==> src/rtl/nanorv32_urom_seq.sv <==
// -----------------------------------------------------------------------------
// nanorv32_urom_seq
//
// Purpose
//   Reads the nanorv32 micro-ROM and hands its words to decode. A reset,
//   interrupt-entry or interrupt-exit request starts a walk through the ROM at
//   the sequence base address. Each word is offered to decode on a valid/ready
//   handshake. The walk stops at the END marker word. The END word is consumed
//   and never issued. The walk is also aborted after MAX_LEN issued words, or
//   when the address would wrap.
//
// Ports
//   i_clk            core clock
//   i_rst            synchronous, active-high reset
//   i_req_reset      level request: reset sequence (highest priority)
//   i_req_irq_entry  level request: interrupt-entry sequence
//   i_req_irq_exit   level request: interrupt-exit sequence (lowest priority)
//   o_urom_addr      address to the asynchronous micro-ROM
//   i_urom_dout      micro-ROM data for o_urom_addr, same cycle
//   o_instr_valid    o_instr holds a word for decode
//   o_instr          sequenced word
//   i_instr_ready    decode accepts o_instr this cycle
//   o_busy           a sequence is in progress
//   o_done           one-cycle pulse when a sequence finishes
//   o_err            one-cycle pulse together with o_done on an abort
//   o_dbg_state      current FSM state, for debug and checkers
//   o_dbg_cnt        words issued so far in the current sequence
//
// Handshake
//   A word transfers on a rising edge where o_instr_valid and i_instr_ready are
//   both high. Once o_instr_valid is raised, it and o_instr stay unchanged until
//   that transfer happens. i_instr_ready has no effect while o_instr_valid is low.
// -----------------------------------------------------------------------------
module nanorv32_urom_seq #(
   parameter int unsigned       ADDR_W      = 8,
   parameter logic [ADDR_W-1:0] BASE_RESET  = ADDR_W'(0),
   parameter logic [ADDR_W-1:0] BASE_IENTRY = ADDR_W'(2),
   parameter logic [ADDR_W-1:0] BASE_IEXIT  = ADDR_W'(4),
   parameter logic [31:0]       END_WORD    = 32'h0000_0001,
   parameter int unsigned       MAX_LEN     = 16,
   parameter bit                AUTO_BOOT   = 1'b1
) (
   input  logic              i_clk,
   input  logic              i_rst,
   input  logic              i_req_reset,
   input  logic              i_req_irq_entry,
   input  logic              i_req_irq_exit,
   output logic [ADDR_W-1:0] o_urom_addr,
   input  logic [31:0]       i_urom_dout,
   output logic              o_instr_valid,
   output logic [31:0]       o_instr,
   input  logic              i_instr_ready,
   output logic              o_busy,
   output logic              o_done,
   output logic              o_err,
   output logic [1:0]        o_dbg_state,
   output logic [$clog2(MAX_LEN+1)-1:0] o_dbg_cnt
);

   // ---------------------------------------------------------------------------
   // Constants
   // ---------------------------------------------------------------------------
   localparam logic [1:0] ST_IDLE  = 2'd0;
   localparam logic [1:0] ST_FETCH = 2'd1;
   localparam logic [1:0] ST_ISSUE = 2'd2;
   localparam logic [1:0] ST_DONE  = 2'd3;

   localparam int unsigned       CNT_W     = $clog2(MAX_LEN + 1);
   localparam logic [CNT_W-1:0]  CNT_LAST  = CNT_W'(MAX_LEN - 1);
   localparam logic [ADDR_W-1:0] ADDR_LAST = '1;

   // ---------------------------------------------------------------------------
   // State
   // ---------------------------------------------------------------------------
   logic [1:0]        r_state;
   logic [ADDR_W-1:0] r_addr;
   logic [CNT_W-1:0]  r_cnt;
   logic [31:0]       r_instr;
   logic              r_err;

   logic [1:0]        w_state_nxt;
   logic [ADDR_W-1:0] w_addr_nxt;
   logic [CNT_W-1:0]  w_cnt_nxt;
   logic [31:0]       w_instr_nxt;
   logic              w_err_nxt;

   logic              w_any_req;
   logic [ADDR_W-1:0] w_base;
   logic              w_is_end;
   logic              w_accept;
   logic              w_abort;

   // ---------------------------------------------------------------------------
   // Request arbitration: reset > irq entry > irq exit
   // ---------------------------------------------------------------------------
   always_comb begin
      w_any_req = i_req_reset | i_req_irq_entry | i_req_irq_exit;
      if (i_req_reset) begin
         w_base = BASE_RESET;
      end else if (i_req_irq_entry) begin
         w_base = BASE_IENTRY;
      end else begin
         w_base = BASE_IEXIT;
      end
   end

   assign w_is_end = (i_urom_dout == END_WORD);
   assign w_accept = (r_state == ST_ISSUE) && i_instr_ready;

   // The word being accepted is the last allowed one. This happens either
   // because the count limit is reached, or because this is the top address
   // and the next address would wrap to zero.
   assign w_abort  = (r_cnt == CNT_LAST) || (r_addr == ADDR_LAST);

   // ---------------------------------------------------------------------------
   // Next-state logic
   // ---------------------------------------------------------------------------
   always_comb begin
      w_state_nxt = r_state;
      w_addr_nxt  = r_addr;
      w_cnt_nxt   = r_cnt;
      w_instr_nxt = r_instr;
      w_err_nxt   = r_err;

      case (r_state)
         ST_IDLE: begin
            if (w_any_req) begin
               w_addr_nxt  = w_base;
               w_cnt_nxt   = '0;
               w_err_nxt   = 1'b0;
               w_state_nxt = ST_FETCH;
            end
         end

         ST_FETCH: begin
            // The ROM is combinational, so the word at r_addr is available now.
            if (w_is_end) begin
               w_err_nxt   = 1'b0;
               w_state_nxt = ST_DONE;
            end else begin
               w_instr_nxt = i_urom_dout;
               w_state_nxt = ST_ISSUE;
            end
         end

         ST_ISSUE: begin
            if (w_accept) begin
               w_cnt_nxt = r_cnt + CNT_W'(1);
               if (w_abort) begin
                  // On an abort the address is not advanced. At the top
                  // address, advancing would wrap it.
                  w_err_nxt   = 1'b1;
                  w_state_nxt = ST_DONE;
               end else begin
                  w_addr_nxt  = r_addr + ADDR_W'(1);
                  w_state_nxt = ST_FETCH;
               end
            end
         end

         ST_DONE: begin
            // Requests are not sampled here. A request still held, or raised
            // again, is taken in the following IDLE cycle.
            w_state_nxt = ST_IDLE;
         end

         default: begin
            w_state_nxt = ST_IDLE;
         end
      endcase
   end

   // ---------------------------------------------------------------------------
   // Registers
   // ---------------------------------------------------------------------------
   always_ff @(posedge i_clk) begin
      if (i_rst) begin
         // With auto-boot, reset leaves the sequencer already fetching the
         // reset sequence. Any sequence in flight is dropped without a done.
         r_state <= AUTO_BOOT ? ST_FETCH : ST_IDLE;
         r_addr  <= AUTO_BOOT ? BASE_RESET : ADDR_W'(0);
         r_cnt   <= '0;
         r_instr <= '0;
         r_err   <= 1'b0;
      end else begin
         r_state <= w_state_nxt;
         r_addr  <= w_addr_nxt;
         r_cnt   <= w_cnt_nxt;
         r_instr <= w_instr_nxt;
         r_err   <= w_err_nxt;
      end
   end

   // ---------------------------------------------------------------------------
   // Outputs
   // ---------------------------------------------------------------------------
   assign o_urom_addr   = r_addr;
   assign o_instr       = r_instr;
   assign o_instr_valid = (r_state == ST_ISSUE);
   assign o_done        = (r_state == ST_DONE);
   assign o_err         = (r_state == ST_DONE) && r_err;

   // Busy reads low while reset is held. After reset is released, busy
   // follows the state register, so with auto-boot it rises at once.
   assign o_busy        = !i_rst && (r_state != ST_IDLE);

   assign o_dbg_state   = r_state;
   assign o_dbg_cnt     = r_cnt;

endmodule

==> config.mk <==
export PLATFORM = sky130hd
export DESIGN_NAME = nanorv32_urom_seq
export DESIGN_NICKNAME = d
export VERILOG_FILES = /design/src/rtl/nanorv32_urom_seq.sv
export SDC_FILE = /design/constraint.sdc
export NUM_CORES = 1
export LEC_CHECK = 0
export ABC_AREA = 1
export ABC_CLOCK_PERIOD_IN_PS = 2000
export BUFFER_PORTS_ARGS = -buffer_cell sky130_fd_sc_hd__buf_2
export CELL_PAD_IN_SITES_DETAIL_PLACEMENT = 1
export CELL_PAD_IN_SITES_GLOBAL_PLACEMENT = 1
export CORE_ASPECT_RATIO = 2
export CORE_MARGIN = 2
export CORE_UTILIZATION = 33
export CTS_CLUSTER_SIZE = 40
export DETAILED_ROUTE_END_ITERATION = 6
export GPL_ROUTABILITY_DRIVEN = 0
export HOLD_SLACK_MARGIN = 0.12
export PLACE_DENSITY_LB_ADDON = 0.1
export SLEW_MARGIN = 10
export SYNTH_ARGS = -nofsm -noshare
export SYNTH_HDL_FRONTEND = slang
export SYNTH_SLANG_ARGS = --single-unit
export TNS_END_PERCENT = 30
==> constraint.sdc <==
create_clock -name i_clk -period 2 [get_ports i_clk]
set_input_delay 0 -clock i_clk [delete_from_list [all_inputs] [get_ports i_clk]]
set_output_delay 0 -clock i_clk [all_outputs]
set_load 0.01 [all_outputs]
==> out/results.tsv, run 1 <==
stage	metric	value	unit
status	status	finished, final reports clean	
worst_setup_path	WP data required	2.18	ns
worst_setup_path	Worst setup EP type	flop	
cells_and_area	Fill cells	889	
floorplanning	Initial Utilization	33.9	%
floorplanning	IO Pins	89	
synth	predominant post-synthesis flop cell	dfxtp_1	
power	combinational share of power	24.7	%
timing	Slew headroom	77.9	%
timing	final-report setup violation count	0	
worst_setup_path	Reg2Reg Setup Slack	0.27	ns
cells_and_area	share of cells above drive strength 1	25.7	%
synth	Yosys Warn Count	0	
clock_network	CTS sink cnt	48	
min_path	hold path start	i_req_irq_entry	
min_path	Hold Crit Class	input pin to flop	
synth	cell area after synthesis	2230	um2
timing	worst slew pin tran	0.331	ns
synth	Post-Synthesis Cells	328	
power	Sw Pwr	0.841	mW
detailed_routing	via count	2468	
worst_setup_path	Buffers & Inverters on Critical Path	3	
timing	setup TNS	0	ns
detailed_routing	Pre-Repair DR Iteration Count	4	
cells_and_area	final net count	495	
clock_network	htree depth	2	
clock_network	CTS tree	yes	
synth	Yosys cell types	30	
detailed_routing	drt drc	0	
synth	Synth async-reset ratio	0	%
clock_network	Clk Latency, worst-skew pair	0.29	ns
min_path	worst hold path depth	5	
worst_setup_path	R2R depth	12	
grt	number of global-route vias before repair	2596	
power	Worst VDD drop	0.000500	V
timing	Fin. Hold Viols	0	
floorplanning	die width	62.1	um
detailed_routing	post-detailed-route count of antenna-violating nets	0	
grt	largest net degree at the start of global routing	35	
synth	post-synthesis sequential area ratio	43.2	%
clock_network	Root Buffer	clkbuf_16	
worst_setup_path	Critical Path AT	1.91	ns
floorplanning	die area	7460	um2
worst_setup_path	worst-path cell chain	ha_1 -> inv_1 -> nor3_2 -> ha_1 -> inv_1 -> nand2_1 -> nand2_2 -> nand2_4 -> buf_4 -> o21ai_2 -> nand2_1 -> nor2_1	
timing	fin crit share	86.5	%
grt	first-pass GRT wire length	11400	um
grt	GR Overflow Total	0	
detailed_routing	routed vias/inst	4.55	
worst_setup_path	crit path max-delay cell type	dfxtp_1	
timing	fin. max-slew vios	0	
worst_setup_path	Crit path largest cell delay	0.38	ns
power	Reg power frac	40.9	%
synth	syn_area_per_cell	6.79	um2
worst_setup_path	worst-path fanout max	10	
floorplanning	die height	120	um
grt	GRT Overall Usage	20.1	%
timing	unrepaired setup endpoints after global routing	false	
placement	placed cell areas	2770	um2
cells_and_area	Area Overhead vs Synth	48.3	%
timing	Max Clk Rate	578	MHz
worst_setup_path	nature of the critical path startpoint	flop	
cells_and_area	Diodes inserted	0	
worst_setup_path	critical path type	flop to flop	
floorplanning	core area	6570	um2
grt	initial antenna violation count	0	
detailed_routing	drt total wl	6930	um
timing	min Tclk post-route	1.73	ns
detailed_routing	initial DRC count	100	
clock_network	clock slew at reported path FFs	0.07	ns
worst_setup_path	Reg2Reg Launch Point	o_dbg_cnt[1]	
synth	Post-synth EDFFs	0	
floorplanning	Site Rows	42	
clock_network	Clock Tree Buf Depth	2	
power	internal power	1.94	mW
power	PwrDens	844	nW/um2
worst_setup_path	Reg-to-Reg End	o_urom_addr[6]	
power	switching share of power	30.2	%
cells_and_area	Post-Layout Inst Area	3300	um2
min_path	WHS Endpoint	o_urom_addr[1]	
worst_setup_path	Crit path max-delay family	simple AND/OR/NAND/NOR gates	
power	clock share of power	34.3	%
synth	Post-Syn Nets	369	
synth	register bit total from synthesis	48	
detailed_routing	DR WL/cell	12.8	um
placement	Port Buffers	88	
clock_network	CTS buffer count	5	
timing	Max Clock Skew	0.00471	ns
placement	dpl hpwl	5040	um
job	total of max-cap violations	0	
power	Leakage	1.70	nW
-- state kept, by name (all words and copies together), names as in the netlist --
register	cells
o_instr	32
r_err	1
o_dbg_cnt	5
o_urom_addr	8
o_dbg_state	2
-- how the worst max path moves through the flow --
stage | from | to | slack (ns) | cells after the start
finish | o_dbg_cnt[1] | o_urom_addr[6] | 0.27 | 12
global route | i_urom_dout[20] | o_instr[15] | 0.03 | 12
CTS | o_dbg_cnt[1] | o_urom_addr[2] | 0.1 | 11
detailed placement | o_dbg_cnt[1] | o_urom_addr[2] | 0.10 | 11
global placement | o_dbg_cnt[0] | o_urom_addr[2] | 0.20 | 11
floorplan | o_dbg_cnt[1] | o_urom_addr[4] | 0.35 | 12
-- cells in the mapped netlist, types with 2 or more instances --
library cell,number,share of area [%]
buf_2,3,0.67
a21oi_1,10,2.2
inv_2,2,0.34
o21ai_0,39,8.8
ha_1,3,1.7
clkbuf_1,6,1.0
nand2_1,41,6.9
nand3_1,7,1.6
nor3b_1,2,0.67
o21ai_1,2,0.45
nor2_1,92,16
inv_1,50,8.4
o21ai_2,2,0.79
nor3_1,5,1.1
nand2_4,2,1.0
dfxtp_1,48,43
-- what timing repair did --
action,4_1_cts,5_1_grt
endpoints found under the hold margin,37,0
gates resized for setup,0,3
buffers inserted,0,2
hold buffers,34,0
setup endpoints to repair,0,8
-- cell type report --
class | count | area, um2 | share of cell area [%]
multi-input combinational | 216 | 1020 | 30.9
sequential | 48 | 961 | 29.1
timing repair buffer | 130 | 841 | 25.5
inverter | 53 | 204 | 6.18
clock buffer | 6 | 129 | 3.90
tap | 88 | 110 | 3.34
clock inverter | 2 | 35.0 | 1.06
-- layer usage --
layer | track usage [%] | vias up | share of wire [%]
met5 | 0 | - | 0
met4 | 9.44 | 0 | 3.4
met3 | 3.66 | 14 | 4.2
met2 | 37.4 | 61 | 57
met1 | 19.5 | 1138 | 35
li1 | - | 1255 | -
-- tightest hold or removal path: cells and delay by family --
kind | cells | cell delay (ns)
AOI/OAI and AO/OA | 3 | 0.23
buffers and inverters | 2 | 0.15
-- power by group through the flow --
| stage | registers (mW) | logic, mW | clock network, mW |
|---|---|---|---|
| 2_1_floorplan | 1.21 | 0.316 | 0 |
| 3_3_place_gp | 1.16 | 0.623 | 0 |
| 3_5_place_dp | 1.16 | 0.633 | 0 |
| 4_1_cts | 1.14 | 0.686 | 0.986 |
| 5_1_grt | 1.16 | 0.783 | 1.01 |
| 6_report | 1.14 | 0.688 | 0.956 |
-- logic make-up after synthesis --
logic type / share of synthesized area, %
fa+ha+maj: 1.69
xor+xnor: 0.394
compound gates: 13.0
flops: 43.2
simple gates: 30.2
buf+inv: 11.5
-- placed cells by master, fill, tap and decap left out --
| master | instances |
|---|---|
| nor3b_2 | 1 |
| o21ai_0 | 39 |
| nand3_2 | 1 |
| dfxtp_1 | 48 |
| and2_1 | 1 |
| clkinv_2 | 1 |
| xor2_1 | 1 |
| a21oi_1 | 10 |
| o2111ai_1 | 1 |
| clkbuf_16 | 5 |
| clkbuf_1 | 1 |
| nand2_4 | 3 |
| nor2_2 | 1 |
| nor2_1 | 92 |
| nor3_1 | 4 |
| inv_1 | 50 |
| nand2_8 | 1 |
| nand3_1 | 7 |
| nand2_2 | 1 |
| buf_4 | 8 |
| bufinv_16 | 1 |
| o21ai_2 | 2 |
| dlygate4sd3_1 | 34 |
| nor3b_1 | 2 |
| o21ai_1 | 2 |
| a2bb2oi_1 | 1 |
| ha_1 | 3 |
| nand2_1 | 40 |
| buf_2 | 88 |
| nand3b_1 | 1 |
| nor3_2 | 1 |
| inv_2 | 2 |
| nand4_1 | 1 |
| inv_6 | 1 |
-- through the flow --
step | total power [mW] | cells | worst slack (ns) | hold WS [ns] | utilization [%]
after floorplan | 1.53 | 328 | 0.351 | 0.166 | -
after global placement | 1.78 | 499 | 0.197 | 0.268 | 42.2
after detailed placement | 1.79 | 499 | 0.101 | 0.277 | 42.2
after CTS | 2.81 | 541 | 0.0976 | 0.140 | 49.8
after global routing | 2.95 | 543 | 0.0306 | 0.195 | 50.2
final | 2.78 | 543 | 0.270 | 0.150 | 50.2
No activity file was read; power rests on OpenSTA's default activity.
==> inputs of run 2 (changes only) <==
Settings changed: SETUP_SLACK_MARGIN from default to 0.5.
==> run 2 against run 1 <==
  * Combinational power is 10% higher
  * Clock-buffer cell count unchanged
  * First-iteration DRC count down 61%
  * Clock skew hardly changed
  * Register-to-register slack gained 0.25 ns
  * Sequential cell count is the same
  * Sequential share of layout area down 1.2 points
  * Global-route usage grew 1.2 points
  * Sequential power barely moved
==> out/results.tsv, run 2 (synthesis gave the netlist of run 1 again) <==
stage	metric	value	unit
status	status	finished, final reports clean	
floorplanning	Initial Utilization	33.9	%
floorplanning	core area	6570	um2
timing	final-report setup violation count	0	
min_path	Hold Crit Class	input pin to flop	
min_path	WHS Endpoint	o_urom_addr[1]	
worst_setup_path	nature of the critical path startpoint	flop	
worst_setup_path	critical path type	flop to flop	
cells_and_area	post-layout util	53.4	%
clock_network	CTS tree	yes	
timing	fin. max-slew vios	0	
worst_setup_path	Crit path largest cell delay	0.36	ns
cells_and_area	Area Overhead vs Synth	57.7	%
clock_network	Clock Tree Buf Depth	2	
floorplanning	die area	7460	um2
min_path	hold path start	i_req_irq_entry	
placement	placed cell areas	2790	um2
worst_setup_path	Buffers & Inverters on Critical Path	3	
detailed_routing	via count	2538	
timing	WHS	0.155	ns
timing	Max Clk Rate	676	MHz
worst_setup_path	Critical Path AT	1.69	ns
grt	initial antenna violation count	0	
job	total of max-cap violations	0	
timing	worst slew pin tran	0.296	ns
worst_setup_path	worst-path cell chain	ha_4 -> inv_2 -> nor3_2 -> ha_2 -> inv_2 -> nand2_4 -> buf_6 -> nor2_1 -> o21ai_0 -> a21oi_1	
timing	Slew headroom	80.3	%
worst_setup_path	Crit path max-delay family	flip-flops	
timing	Max Clock Skew	0.00452	ns
timing	Fin. Hold Viols	0	
cells_and_area	commonest non-fill, non-tap cells in the layout	nor2_1, buf_2, inv_1	
detailed_routing	routed vias/inst	4.61	
worst_setup_path	worst-path fanout max	4	
clock_network	Clk Latency, worst-skew pair	0.29	ns
placement	dpl hpwl	5160	um
worst_setup_path	Critical Path Start	o_dbg_cnt[1]	
grt	largest net degree at the start of global routing	35	
cells_and_area	Post-Layout Inst Area	3510	um2
cells_and_area	final net count	503	
cells_and_area	share of cells above drive strength 1	31.4	%
detailed_routing	drt total wl	7500	um
timing	worst setup margin	0.521	ns
timing	min Tclk post-route	1.48	ns
floorplanning	IO Pins	89	
power	Leakage	1.74	nW
min_path	worst hold path depth	5	
grt	GRT Overall Usage	21.3	%
worst_setup_path	WP data required	2.21	ns
cells_and_area	final non-filler cell total	550	
power	Worst VDD drop	0.000511	V
timing	setup TNS	0	ns
power	PwrDens	832	nW/um2
placement	Port Buffers	88	
detailed_routing	initial DRC count	39	
clock_network	CTS sink cnt	48	
detailed_routing	post-detailed-route count of antenna-violating nets	0	
placement	Placed Cells	499	
worst_setup_path	Reg-to-Reg End	o_urom_addr[0]	
grt	number of global-route vias before repair	2735	
cells_and_area	commonest non-fill, non-tap cell in the layout	nor2_1	
worst_setup_path	Reg2Reg Setup Slack	0.52	ns
worst_setup_path	R2R depth	10	
clock_network	htree depth	2	
cells_and_area	Diodes inserted	0	
grt	first-pass GRT wire length	11900	um
floorplanning	die width	62.1	um
floorplanning	die height	120	um
floorplanning	Site Rows	42	
worst_setup_path	Top cell by count, worst path	inv_2	
worst_setup_path	Reg2Reg Launch Point	o_dbg_cnt[1]	
clock_network	Root Buffer	clkbuf_16	
worst_setup_path	Worst setup EP type	flop	
detailed_routing	Pre-Repair DR Iteration Count	4	
worst_setup_path	crit path max-delay cell type	dfxtp_4	
detailed_routing	DR WL/cell	13.6	um
cells_and_area	Fill cells	871	
grt	GR Overflow Total	0	
placement	DP Worst Slack	0.336	ns
timing	fin crit share	74.0	%
cells_and_area	max reg flops	32	
detailed_routing	drt drc	0	
clock_network	clock slew at reported path FFs	0.06	ns
power	total power	2.92	mW
timing	unrepaired setup endpoints after global routing	true	
clock_network	CTS buffer count	5	
==> run 2: cell type report <==
type	instances	area, um2	share of cell area, %
timing repair buffer	137	905	25.8
clock buffer	6	150	4.28
clock inverter	1	30.0	0.855
tap	88	110	3.14
sequential	48	978	27.9
multi-input combinational	217	1120	32.0
inverter	53	214	6.09
==> run 2: worst max-delay path by stage <==
stage / slack, ns / to / cells past startpoint
after floorplan: 0.50 / o_urom_addr[4] / 12
after global placement: 0.36 / o_urom_addr[2] / 11
after detailed placement: 0.34 / o_urom_addr[3] / 10
after CTS: 0.49 / o_urom_addr[7] / 10
after global routing: 0.45 / r_err / 11
final: 0.52 / o_urom_addr[0] / 10
==> run 2: worst min-delay path: stages <==
cell and delay [ns]:
buf_2 0.10, inv_1 0.04, o21ai_0 0.07, o2111ai_1 0.12, a21oi_1 0.07
==> run 2: what timing repair did <==
| action | 4_1_cts | 5_1_grt |
|---|---|---|
| cloned | 1 | 0 |
| hold endpoints to repair | 37 | 0 |
| setup buffers | 3 | 6 |
| pin swaps | 3 | 7 |
| hold buffers | 34 | 0 |
| endpoints found under the setup margin | 32 | 43 |
| gates resized for setup | 11 | 26 |
==> run 2: power breakdown <==
group	total [mW]	internal (mW)	switching, mW
Clock	1.02	0.659	0.357
Combinational	0.757	0.319	0.438
Sequential	1.15	1.07	0.0747
Total	2.92	2.05	0.869
==> run 2: per-layer routing <==
metal | vias up | wire [um] | track usage [%]
met2 | 63 | 4500 | 41.1
met5 | - | 0 | 0
li1 | 1275 | - | -
met1 | 1187 | 2510 | 19.4
met4 | 0 | 239 | 9.84
met3 | 13 | 252 | 3.66
